==> src/rtl/regfile_writeback.sv <==
// Write-back sequencer for the 32 x 32 register file: merges single-cycle ALU results
// with FIFO-buffered memory results into at most one register-file write per clock.
module regfile_writeback #(
    parameter int DEPTH        = 4,
    parameter int STARVE_LIMIT = 8
) (
    input  logic                    clk,
    input  logic                    rst_n,
    input  logic                    alu_valid_i,
    input  logic [4:0]              alu_addr_i,
    input  logic [31:0]             alu_data_i,
    output logic                    alu_ready_o,
    input  logic                    mem_valid_i,
    output logic                    mem_ready_o,
    input  logic [4:0]              mem_addr_i,
    input  logic [31:0]             mem_data_i,
    output logic [4:0]              wr_addr_o,
    output logic [31:0]             wr_data_o,
    output logic                    reg_write_o,
    output logic [31:0]             pending_o,
    output logic [$clog2(DEPTH):0]  fifo_count_o
);

    localparam int            PW      = $clog2(DEPTH);
    localparam int            CW      = PW + 1;
    localparam logic [CW-1:0] FULL_C  = CW'(DEPTH);
    localparam logic [7:0]    LIMIT_C = 8'(STARVE_LIMIT);

    typedef struct packed {
        logic [4:0]  addr;
        logic [31:0] data;
    } entry_t;

    typedef enum logic {NORMAL, THROTTLE} state_t;

    entry_t        fifo_q [DEPTH];
    logic [PW-1:0] rd_ptr_q, rd_ptr_d, wr_ptr_q, wr_ptr_d;
    logic [CW-1:0] count_q, count_d;
    state_t        state_q, state_d;
    logic [7:0]    starve_q, starve_d;
    logic          reg_write_q, reg_write_d;
    logic [4:0]    wr_addr_q, wr_addr_d;
    logic [31:0]   wr_data_q, wr_data_d;
    logic          fifo_empty, alu_win, fifo_pop, fifo_push;
    logic [31:0]   pending_v;

    assign fifo_empty  = (count_q == '0);
    assign alu_ready_o = (state_q == NORMAL);
    assign mem_ready_o = (count_q < FULL_C) && rst_n;
    assign alu_win     = alu_valid_i && alu_ready_o && (alu_addr_i != 5'd0);
    // The pop decision uses the registered count, so an entry pushed this cycle cannot pop.
    assign fifo_pop    = !alu_win && !fifo_empty;
    assign fifo_push   = mem_valid_i && mem_ready_o && (mem_addr_i != 5'd0);

    // NOTE: every always_comb output gets a default first so no path can infer a latch.
    always_comb begin
        reg_write_d = alu_win || fifo_pop;
        wr_addr_d   = wr_addr_q;
        wr_data_d   = wr_data_q;
        if (alu_win) begin
            wr_addr_d = alu_addr_i;
            wr_data_d = alu_data_i;
        end else if (fifo_pop) begin
            wr_addr_d = fifo_q[rd_ptr_q].addr;
            wr_data_d = fifo_q[rd_ptr_q].data;
        end
        rd_ptr_d = fifo_pop  ? rd_ptr_q + PW'(1) : rd_ptr_q;
        wr_ptr_d = fifo_push ? wr_ptr_q + PW'(1) : wr_ptr_q;
        count_d  = count_q + CW'(fifo_push) - CW'(fifo_pop);
    end

    always_comb begin
        state_d  = state_q;
        starve_d = starve_q;
        case (state_q)
            NORMAL: begin
                if (fifo_pop || fifo_empty) begin
                    starve_d = '0;
                end else if (alu_win) begin
                    starve_d = starve_q + 8'd1;
                    if (starve_d == LIMIT_C) state_d = THROTTLE;
                end
            end
            THROTTLE: begin
                starve_d = '0;
                state_d  = NORMAL;
            end
            default: begin
                starve_d = '0;
                state_d  = NORMAL;
            end
        endcase
    end

    // NOTE: sequential state uses non-blocking assignments so every register samples pre-edge values.
    always_ff @(posedge clk) begin
        if (!rst_n) begin
            state_q     <= NORMAL;
            starve_q    <= '0;
            rd_ptr_q    <= '0;
            wr_ptr_q    <= '0;
            count_q     <= '0;
            reg_write_q <= 1'b0;
            wr_addr_q   <= '0;
            wr_data_q   <= '0;
        end else begin
            state_q     <= state_d;
            starve_q    <= starve_d;
            rd_ptr_q    <= rd_ptr_d;
            wr_ptr_q    <= wr_ptr_d;
            count_q     <= count_d;
            reg_write_q <= reg_write_d;
            wr_addr_q   <= wr_addr_d;
            wr_data_q   <= wr_data_d;
        end
    end

    // NOTE: FIFO storage has no reset; count_q alone decides which slots hold live entries.
    always_ff @(posedge clk) begin
        if (fifo_push) fifo_q[wr_ptr_q] <= '{addr: mem_addr_i, data: mem_data_i};
    end

    always_comb begin
        pending_v = '0;
        for (int i = 0; i < DEPTH; i++) begin
            if (CW'(i) < count_q) pending_v[fifo_q[rd_ptr_q + PW'(i)].addr] = 1'b1;
        end
        if (reg_write_q) pending_v[wr_addr_q] = 1'b1;
        pending_v[0] = 1'b0;
    end

    assign pending_o    = pending_v;
    assign reg_write_o  = reg_write_q;
    assign wr_addr_o    = wr_addr_q;
    assign wr_data_o    = wr_data_q;
    assign fifo_count_o = count_q;

endmodule

==> config.mk <==
export PLATFORM = sky130hd
export DESIGN_NAME = regfile_writeback
export DESIGN_NICKNAME = d
export VERILOG_FILES = /design/src/rtl/regfile_writeback.sv
export SDC_FILE = /design/constraint.sdc
export NUM_CORES = 1
export LEC_CHECK = 0
export CORE_MARGIN = 4
export CORE_UTILIZATION = 40
export CTS_BUF_LIST = sky130_fd_sc_hd__clkbuf_4 sky130_fd_sc_hd__clkbuf_8
export CTS_CLUSTER_SIZE = 16
export DETAILED_ROUTE_END_ITERATION = 16
export GPL_TIMING_DRIVEN = 0
export PLACE_DENSITY = 0.58
export SYNTH_ARGS = -nofsm -noshare
export SYNTH_HDL_FRONTEND = slang
export SYNTH_SLANG_ARGS = --single-unit
==> constraint.sdc <==
create_clock -name clk -period 5.4 [get_ports clk]
set_input_delay 0.81 -clock clk [delete_from_list [all_inputs] [get_ports clk]]
set_output_delay 0.81 -clock clk [all_outputs]
set_load 0.005 [all_outputs]
* Word-level counts from Yosys, hierarchy flattened
Memory sizes are Yosys's and may differ from the RTL's. A register that Yosys moved wholly into a read port is not among the register bits. Index checks and enable logic that the tools add are counted. W data, S select, Z words.
Word-level totals: flip-flop bits (word level) 54, RAM bits 148, bits of input ports 78, logic and storage cells 87, memories kept 1
Cells by class: add/subtract/negate cells 7, order comparisons 15, eq/ne operators 2, mux-type cells 30, bitwise gates (word level) 5, reduce and logical (&&, ||, !) cells 19
Memory list:
- fifo_q | words 4, bits a word 37, read ports 4, clocked after Yosys merged registers in 1, write ports 1, RTL line 36 | entry_t fifo_q [DEPTH];
Operators with widths (number):
- $mux W32 | 7
- $or A32 B32 Y32 | 4
- $lt A5 B6 Y1 const B | 5
- $demux W1 S5 | 5
- $ge A5 B1 Y1 const B | 5
- $mux W8 | 2
- $pmux W8 S2 | 1
- $logic_and A1 B1 Y1 | 11
- $mux W1 | 10
- $mux W5 | 2
- $reduce_bool A5 Y1 | 2
- $add A8 B1 Y8 const B | 1
- $eq A8 B4 Y1 const B | 1
- $lt A1 B3 Y1 const A | 2
- $lt A2 B3 Y1 const A | 2
- $add A2 B1 Y2 const B | 2
- $add A2 B2 Y2 const B | 2
- $mux W2 | 2
- $add A3 B1 Y3 | 1
- $logic_not A3 Y1 | 1
- $lt A3 B3 Y1 const B | 1
- $ne A3 B1 Y1 const B | 1
- $sub A3 B1 Y3 | 1
- $logic_not A1 Y1 | 2
- other kinds (4) | 5

* Longest topological paths before layout
An unclocked memory read counts as a cell.
depth in word-level cells 14, depth in mapped cells 10

* Worst setup path before layout
No wires, ideal clock.
path kind input -> register, start in alu_addr_i[1], end reg count_q[1], in the netlist fifo_count_o[1], setup time 0.115 ns, data arrival time 2.683 ns, required time 5.285 ns, path slack 2.602 ns, stages on the path 8, path buffers 0, path through or4_1 -> o21a_1 -> nor2_1 -> ha_1 -> inv_1 -> ha_1 -> fa_1 -> and2_1
On the way: longest elaborated chain between the ends 5
RTL lines:
- start: declaration | RTL line 10 | input logic [4:0] alu_addr_i,
- $reduce_bool A5 Y1 | RTL line 50 | assign alu_win = alu_valid_i && alu_ready_o && (alu_addr_i != 5'd0);
- $logic_and A1 B1 Y1 | RTL line 50
- $logic_not A1 Y1 | RTL line 52 | assign fifo_pop = !alu_win && !fifo_empty;
- $logic_and A1 B1 Y1 | RTL line 52
- net fifo_pop | RTL line 44 | logic fifo_empty, alu_win, fifo_pop, fifo_push;
- $sub A3 B1 Y3 | RTL line 69 | count_d = count_q + CW'(fifo_push) - CW'(fifo_pop);
- net count_d[1] | RTL line 38 | logic [CW-1:0] count_q, count_d;
- end signal: assignment | RTL line 111 | count_q <= count_d;
- end: declaration | RTL line 38
The timed path passes the listed nets, and every way through them passes these cells. A chain may end at the register's enable or synchronous reset.

* Final worst setup path
start reg count_q[2], in the netlist fifo_count_o[2], end out pending_o[21]
On the way: longest elaborated chain between the ends 10
RTL lines:
- $lt A1 B3 Y1 | RTL line 126 | if (CW'(i) < count_q) pending_v[fifo_q[rd_ptr_q + PW'(i)].addr] = 1'b1;
- $mux W32 | RTL line 126
- $or A32 B32 Y32 (no source line)
- $mux W32 | RTL line 126
- $or A32 B32 Y32 (no source line)
- $mux W32 | RTL line 126
- $or A32 B32 Y32 (no source line)
- $mux W32 (*) | RTL line 126
- $or A32 B32 Y32 (no source line)
- $mux W32 (*) | RTL line 128 | if (reg_write_q) pending_v[wr_addr_q] = 1'b1;
- end: declaration | RTL line 20 | output logic [31:0] pending_o,
Every way passes the cells marked *; elsewhere a longest branch is shown, timed or not.

==> metrics.cfg <==
[outcome]
outcome = finished, final reports clean

[drt]
vias = 7192
drt_iter0_drc = 522
wire_per_inst_um = 23.43
finalWirelength_mm = 29.31
ant_nets = 0
drc = 0
firstDrtPassIters = 5
viasPerCell = 5.749

[synthesis]
synth_seq_cells = 204
avgSynthCellArea_um2 = 13.66
synth_ff_type = edfxtp_1
synth_top_area_share_pct = 45.74
syn_nets = 800
synth_largest_area_cell = edfxtp_1
synth_seq_area_share_pct = 57.28
yosys_warnings = 0
yosys.cell_count.top_type = edfxtp_1
synth_edf_count = 148
ys_types = 56
synthArstFlopShare_pct = 0
synth_common_cells = 148 x edfxtp_1, 67 x nand3_1, 59 x nor2_1
synth.cell_area_um2 = 9716
syn_inst = 711
synth.area.top_cells = edfxtp_1 46%, dfxtp_1 12%, mux4_2 11%, nand3_1 3.5%, mux2i_1 3.4%

[worst_setup_path]
start_kind = flip-flop
cp.arrival_ns = 3.77
path_delay_family = buffers and inverters
cp_num_buf_inv = 4
worstReg2RegStart = fifo_count_o[2]
crit_slowest_cell = nor2b_1
crit_start = fifo_count_o[2]
required_ns = 4.59
reg2reg_depth = 10
end_kind = output port
worstPathCellList = clkbuf_1 > inv_1 > ha_1 > clkbuf_1 > nor2b_1 > and4bb_2 > a32oi_1 > nand3_1 > clkdlybuf4s50_1
rrSetupSlack_ns = 2.58
worst_path_most_repeated_cell = clkbuf_1
slowest_delay_ns = 0.63
reg2reg_to = fifo_count_o[2]
crit_type = flip-flop to output port
worstPathMaxFanout = 10
worstSetupEndpoint = pending_o[21]
worst-path-stages = 9

[power]
vdd_ir_drop_max_mv = 0.2196
p_int_w = 0.003408
p_comb_share_pct = 34.0
p_clk_share_pct = 28.9
leakage_nw = 4.239
swShare_pct = 32.47
power.switching_w = 0.001638
p_seq_share_pct = 37.1
power_w = 0.005046
powerDensity_nw_per_um2 = 404.9

[floorplanning]
coreArea_um2 = 23680
core.rowCount = 56
die_x_um = 163.9
die_area_um2 = 26850
floorplan.initialDensity_pct = 41.02
die_h_um = 163.9
io_pins = 153

[sta]
grt_setup_unrepaired = no
worst_pin_slew_ns = 0.9812
timing.final.hold_violations = 0
slew_viol_final = 0
setup-tns-final_ns = 0
maxSlewHeadroom_pct = 34.45
finalSetupViolCount = 0
finalCritPeriodShare_pct = 84.84
fin_skew_ns = 0.01913
finalWorstSetupSlack_ns = 0.8189
timing.fmax_mhz = 218.3
min_period_ns = 4.581

[placement]
port-buffer-count = 151
dp_slack_ns = 1.396
hpwl_mm = 20.86
place_congestion = 0.8547
post_dp_cell_area_um2 = 11710
dp_cells = 1185

[grt]
antenna_found_initial = 0
overflow = 0
grt_max_degree = 20
grt.total_usage_pct = 21.93
grt_pass1_vias = 7530
grt_first_pass_wirelength_mm = 44.71

[layout]
diodes = 0
fin_area_um2 = 12460
layout-drive-gt1-share_pct = 16.31
area_growth_pct = 28.27
fin_nets = 993
stdcell_count = 1251
fillerInstances = 2077

[clocking]
clk_pin_slew_worst_paths_ns = 0.06
cts_setup_buffers = 0
cts_made_buffers = 36
cts.sinks = 204
insertion_delay_ns = 0.53
cts_max_level = 2
ctsLongestPathBuffers = 3
cts_tree = yes
cts_root_buf = clkbuf_8
cts_hold_buf = 0
cts_resized = 0

[worst_hold_path]
min_path_type = flip-flop to flip-flop

[job]
max-cap-violations = 0

## state kept, by name, summed over array words and instances, names as in the netlist, named ones only
name and count:
reg_write_o 1, rd_ptr_q 2, wr_data_o 32, starve_q 8
fifo_q 148, fifo_count_o 3, wr_ptr_q 2, wr_addr_o 5
state_q 1
## layout make-up
cell class,instances,area (um^2),share of cell area [%]
timing repair buffer,155,1592,12.77
clock buffer,54,649.4,5.211
tap,319,399.1,3.203
buffer,52,239.0,1.918
clock inverter,12,101.3,0.8132
inverter,12,45.04,0.3614
sequential,204,5565,44.66
multi-input combinational,443,3871,31.06
## metal layers
metal | share of wire [%] | routed length [um] | GRT usage [%] | up-vias
li1 | - | - | - | 3220
met1 | 43 | 12590 | 29.63 | 3617
met2 | 48 | 13940 | 35.83 | 305
met3 | 7.0 | 2043 | 4.567 | 50
met4 | 2.5 | 736 | 6.786 | 0
met5 | 0 | 0 | 0 | -
## how the worst min path moves through the flow
stage / startpoint / cells past startpoint / slack [ns] / endpoint
final: starve_q[0] / 1 / 0.49 / starve_q[0]
after global routing: starve_q[0] / 1 / 0.51 / starve_q[0]
after CTS: starve_q[0] / 1 / 0.50 / starve_q[0]
after detailed placement: starve_q[0] / 1 / 0.49 / starve_q[0]
after global placement: starve_q[0] / 1 / 0.46 / starve_q[0]
after floorplan: starve_q[0] / 1 / 0.44 / starve_q[0]
## metrics by stage
step / util (%) / hold slack, ns
after global routing: 52.62 / 0.5142
after CTS: 52.62 / 0.5000
final: 52.62 / 0.4945
after detailed placement: 49.45 / 0.4864
after global placement: 49.09 / 0.4573
after floorplan: - / 0.4449
## cells in the final DEF, fill, tap and decap left out, types with 5 or more instances in the layout
cell type          n
clkdlybuf4s50_1  151
edfxtp_1         148
nand3_1           67
nor2_1            59
dfxtp_1           56
mux4_2            46
clkbuf_8          39
a211oi_1          35
a22oi_1           34
mux2i_1           33
clkbuf_1          22
nor2b_1           20
buf_2             17
nand2_1           17
nand4_1           16
a32oi_1           15
clkbuf_4          15
inv_1             11
buf_1             10
ha_1              10
mux4_1             6
and2_1             6
a21oi_1            6
xnor2_1            6
and4b_1            5
and3_1             5
clkinv_1           5
## worst reg2reg max path, stage by stage, from the launching register on
cell	delay [ns]
dfxtp_1	0.32
clkbuf_1	0.25
nor3_2	0.56
buf_2	0.38
nor2_1	0.09
ha_1	0.28
inv_1	0.04
ha_1	0.18
fa_1	0.37
xor2_1	0.16
nor2_1	0.05
## power by group through the flow
| stage | Combinational [W] | Clock [W] | Sequential (W) |
|---|---|---|---|
| after floorplan | 0.00104 | 0 | 0.00189 |
| after global placement | 0.00169 | 0 | 0.00190 |
| after detailed placement | 0.00171 | 0 | 0.00190 |
| after CTS | 0.00172 | 0.00150 | 0.00187 |
| after global routing | 0.00185 | 0.00159 | 0.00188 |
| final | 0.00172 | 0.00146 | 0.00187 |
## logic make-up after synthesis
group | share of synthesized area (%)
simple gates | 13.75
flops | 57.28
compound gates | 7.869
mux | 15.92
buf+inv | 2.923
fa+ha+maj | 1.494
xor+xnor | 0.7212
other cells | 0.03860
(Power assumes the default switching activity.)
